<file path="src/rtl/adxl_spi_master.sv">
// ADXL345 register-access SPI master: one 16-bit mode-3 frame per accepted request,
// with a guaranteed CS-high gap between frames.
module adxl_spi_master #(
    parameter int CLK_DIV = 25,
    parameter int CS_IDLE = 4
) (
    input  logic       clk_i,
    input  logic       rst_ni,
    input  logic       req_i,
    input  logic       rw_ni,
    input  logic [5:0] addr_i,
    input  logic [7:0] wr_data_i,
    output logic       ack_o,
    output logic [7:0] rd_data_o,
    output logic       busy_o,
    output logic       spi_sclk_o,
    output logic       spi_cs_no,
    output logic       spi_mosi_o,
    input  logic       spi_miso_i
);

    localparam int CMAX = (CLK_DIV > CS_IDLE) ? CLK_DIV : CS_IDLE;
    localparam int CW   = $clog2(CMAX + 1);

    typedef enum logic [2:0] {IDLE, SETUP, SHIFT, HOLD, GAP} state_t;

    state_t          state;
    logic [CW-1:0]   cnt;
    logic [3:0]      bit_idx;
    logic [15:0]     tx;
    logic [7:0]      rx;
    logic            rw_q;
    logic [15:0]     frame;
    logic            div_wrap;

    // MB bit is always 0: the sequencer only does single-byte accesses.
    assign frame    = {rw_ni, 1'b0, addr_i, rw_ni ? 8'h00 : wr_data_i};
    assign div_wrap = (cnt == CW'(CLK_DIV - 1));

    always_ff @(posedge clk_i or negedge rst_ni) begin
        if (!rst_ni) begin
            state      <= IDLE;
            cnt        <= '0;
            bit_idx    <= '0;
            tx         <= '0;
            rx         <= '0;
            rw_q       <= 1'b0;
            ack_o      <= 1'b0;
            rd_data_o  <= 8'h00;
            busy_o     <= 1'b0;
            spi_sclk_o <= 1'b1;
            spi_cs_no  <= 1'b1;
            spi_mosi_o <= 1'b0;
        end else begin
            ack_o <= 1'b0;
            if (state == SETUP || state == SHIFT || state == HOLD)
                cnt <= div_wrap ? '0 : cnt + CW'(1);
            case (state)
                IDLE: if (req_i) begin
                    state      <= SETUP;
                    cnt        <= '0;
                    bit_idx    <= '0;
                    tx         <= frame;
                    rw_q       <= rw_ni;
                    spi_cs_no  <= 1'b0;
                    spi_mosi_o <= frame[15];
                    busy_o     <= 1'b1;
                end
                SETUP: if (div_wrap) begin
                    state      <= SHIFT;
                    spi_sclk_o <= 1'b0;
                    spi_mosi_o <= tx[15];
                    tx         <= {tx[14:0], 1'b0};
                end
                SHIFT: if (div_wrap) begin
                    if (spi_sclk_o) begin
                        spi_sclk_o <= 1'b0;
                        spi_mosi_o <= tx[15];
                        tx         <= {tx[14:0], 1'b0};
                        bit_idx    <= bit_idx + 4'd1;
                    end else begin
                        spi_sclk_o <= 1'b1;
                        rx         <= {rx[6:0], spi_miso_i};
                        if (bit_idx == 4'd15) state <= HOLD;
                    end
                end
                HOLD: if (div_wrap) begin
                    state      <= GAP;
                    cnt        <= '0;
                    spi_cs_no  <= 1'b1;
                    spi_mosi_o <= 1'b0;
                    ack_o      <= 1'b1;
                    if (rw_q) rd_data_o <= rx;
                end
                GAP: begin
                    // Return one cycle early so the next accept lands exactly CS_IDLE after frame end.
                    cnt <= cnt + CW'(1);
                    if (cnt == CW'(CS_IDLE - 2)) begin
                        state  <= IDLE;
                        busy_o <= 1'b0;
                    end
                end
                default: state <= IDLE;
            endcase
        end
    end

endmodule

</file>
<file path="config.mk">
export PLATFORM = sky130hd
export DESIGN_NAME = adxl_spi_master
export DESIGN_NICKNAME = d
export VERILOG_FILES = /design/src/rtl/adxl_spi_master.sv
export SDC_FILE = /design/constraint.sdc
export NUM_CORES = 1
export LEC_CHECK = 0
export CORE_AREA = 2 2 97 99
export CTS_BUF_LIST = sky130_fd_sc_hd__clkbuf_8
export DETAILED_ROUTE_END_ITERATION = 8
export DIE_AREA = 0 0 99 101
export PLACE_DENSITY = 0.48
export SYNTH_ARGS = -nofsm -noshare
export SYNTH_HDL_FRONTEND = slang
export SYNTH_SLANG_ARGS = --single-unit
export TNS_END_PERCENT = 1
</file>
<file path="constraint.sdc">
create_clock -name clk_i -period 2.44 [get_ports clk_i]
set_clock_uncertainty 0.2 [all_clocks]
set_input_delay 0.366 -clock clk_i [delete_from_list [all_inputs] [get_ports clk_i]]
set_output_delay 0.366 -clock clk_i [all_outputs]
set_load 0.01 [all_outputs]
</file>
==> results_dict.tcl <==
set metrics [dict create \
    status "completed" \
    grt_pass1_wl_um 9073 \
    coreArea_um2 8977 \
    critPathSlowestCell "o211ai_4" \
    cp_slowest_stage_delay_ps 600 \
    synth-seq-cells 50 \
    cap_violations 0 \
    grt_overflow_total 0 \
    ios 32 \
    syn_nets 238 \
    worst_slack_ps 127.4 \
    crit_fanout 16 \
    syn_area_um2 2614 \
    postCtsSetupRepairBufs 0 \
    crit_type "reg2reg" \
    holdWs_ps 310.2 \
    hold_violations 0 \
    ys_types 53 \
    synth_common_cells "dfrtp_1 (48), mux2_2 (38), mux2_4 (10), nand2_1 (10), o21ai_0 (10)" \
    synthFlopType "dfrtp_1" \
    fin_setup_tns_ps 0 \
    drive_gt1_frac 0.3500 \
    clockBufferDepth 2 \
    endpoint_kind "flip-flop" \
    leakagePower_nw 1.468 \
    yosysWarnings 0 \
    min_period_ps 2313 \
    required_ps 2440 \
    syn_to_final_growth_pct 24.22 \
    synth_edf_count 0 \
    rr_startpoint "cnt[0]" \
    grt_pass1_vias 1821 \
    yosysMostFrequentCell "dfrtp_1" \
    nets 282 \
    num_rows 35 \
    synth_largest_area_cell "dfrtp_1" \
    place_hpwl_um 3814 \
    die_width_um 99 \
    peakVddDrop_v 0.0002062 \
    drcViolationCount 0 \
    grt_usage 0.1142 \
    relSlewSlack 0.5055 \
    cts_buffers 5 \
    start_kind "flip-flop" \
    htreeDepth 2 \
    antenna_found_initial 0 \
    dpl_cell_area_um2 3119 \
    vias 1769 \
    drt-initial-drc-count 74 \
    io_buffer_count 31 \
    wl_per_cell_um 14.08 \
    clock_sinks 50 \
    synth.avg_cell_area_um2 12.16 \
    fin_util 0.3617 \
    synth_top_area_frac 0.4596 \
    crit_start "cnt[0]" \
    setup_viol 0 \
    start_util 0.2911 \
    gp_congestion 0.7730 \
    antenna_left 0 \
    hp-start "rx[7]" \
    period_share 0.9478 \
    hold_buffers 1 \
    synth_area_leaders "dfrtp_1 (46%), mux2_2 (16%), mux2_4 (5.7%)" \
    crit_arrival_ps 2310 \
    maxSlewViolCount 0 \
    dr.pass1.iters 3 \
    viasPerCell 4.768 \
    die_y_um 101 \
    clkLatencyLatePin_ps 310 \
    crit_chain "inv_1 > ha_1 > and4b_1 > nand3_4 > o211ai_4 > mux2_2" \
    worst_pin_slew_ps 738.2 \
    ctsResizeCount 0 \
    die_area_um2 9999 \
    dpl_worst_slack_ps 64.25 \
    cts_tree "yes" \
    max_freq_ghz 0.4324 \
    synthArstFlopShare 1.000 \
    min_path_type "reg2reg" \
    diodes 0 \
    syn_inst 215 \
    fin_area_um2 3247 \
    yosysSeqAreaShare 0.4797 \
    drt_wl_total_um 5224 \
    rsz0062_at_grt "false" \
    cts_root_buffer "clkbuf_8" \
    grt_max_degree 29 \
    power-per-cell-area_nw_per_um2 479.1 \
    path_clk_slew_ps 100 \
]
## layout by cell type, fill, tap and decap left out, types with 2 or more instances in the layout
cell type | synthesis | final
or2_2 | 2 | 2
inv_1 | 4 | 4
o22ai_1 | 2 | 2
nand4_1 | 2 | 2
nor2b_1 | 9 | 9
dfrtp_1 | 48 | 48
nor3b_1 | 2 | 2
xnor2_1 | 3 | 3
and4b_1 | 2 | 2
nor2_1 | 6 | 6
a22o_1 | 2 | 2
clkdlybuf4s50_1 | 0 | 30
clkbuf_8 | 0 | 5
mux2_2 | 38 | 38
dfstp_2 | 2 | 2
a21o_1 | 2 | 2
o21ai_0 | 10 | 10
buf_4 | 2 | 16
nor3_1 | 5 | 5
a21oi_1 | 6 | 6
nand2_1 | 10 | 10
nand3_1 | 8 | 8
mux2_4 | 10 | 10
ha_1 | 4 | 4
## kinds of logic (layout without fill, tap and decap cells)
group | after synthesis | count (layout) | synth area share
flip-flops | 50 | 50 | 0.4797
multiplexers | 49 | 49 | 0.2250
buffers and inverters | 16 | 61 | 0.03590
XOR/XNOR | 4 | 4 | 0.01341
adder cells (fa/ha/maj) | 4 | 4 | 0.01915
AND/OR/NAND/NOR | 58 | 58 | 0.1350
AO/OA/AOI/OAI | 34 | 34 | 0.09192
## layout make-up
type	instances	area [um2]
Inverter	4	15.01
Sequential cell	50	1254
Clock buffer	5	68.82
Timing Repair Buffer	49	455.4
Clock inverter	3	48.80
Tap cell	111	138.9
Multi-Input combinational cell	149	1266
Fill cell	877	5731
## through the flow
stage	cells	power (mW)
floorplan	215	0.8977
global placement	362	0.9566
detailed placement	362	0.9575
CTS	371	1.590
global route	371	1.636
finish	371	1.555
## per-layer routing
| metal | GRT usage | vias to the layer above | routed length, um |
|---|---|---|---|
| met5 | 0 | - | 0 |
| met4 | 0.03477 | 0 | 66 |
| met3 | 0.02288 | 6 | 108 |
| met2 | 0.1959 | 19 | 2713 |
| met1 | 0.1455 | 884 | 2335 |
| li1 | - | 860 | - |
## path summary, 6_finish.rpt
| path | end | slack (ps) | cells past startpoint |
|---|---|---|---|
| worst max-delay path | tx[0] | 130 | 6 |
| worst min-delay path | rd_data_o[7] | 310 | 1 |
| worst max register to register | tx[0] | 130 | 6 |
| worst min register to register | rd_data_o[7] | 310 | 1 |
| max in group asynchronous | spi_cs_no | 1070 | 3 |
| min in group asynchronous | rd_data_o[6] | 360 | 2 |
## power breakdown
part	leakage, nW	switching [mW]	internal [mW]	total [mW]
registers	0.622	0.00771	0.842	0.850
logic	0.789	0.0316	0.0568	0.0884
clock network	0.0563	0.304	0.313	0.617
## sequential cells by signal, summed over array words and instances (netlist names)
register and cells:
tx 16, rd_data_o 8, rx 8, cnt 5
bit_idx 4, state 3, ack_o 1, busy_o 1
rw_q 1, spi_cs_no 1, spi_mosi_o 1, spi_sclk_o 1
## worst max-delay path, delay by kind of cell (launching register included)
| family | cells | cell delay (ps) |
|---|---|---|
| adder cells (fa/ha/maj) | 1 | 170 |
| multiplexers | 1 | 410 |
| AND/OR/NAND/NOR | 2 | 360 |
| flip-flops | 1 | 390 |
| buffers and inverters | 1 | 80 |
| AO/OA/AOI/OAI | 1 | 600 |
No activity file was read; power rests on OpenSTA's default activity.
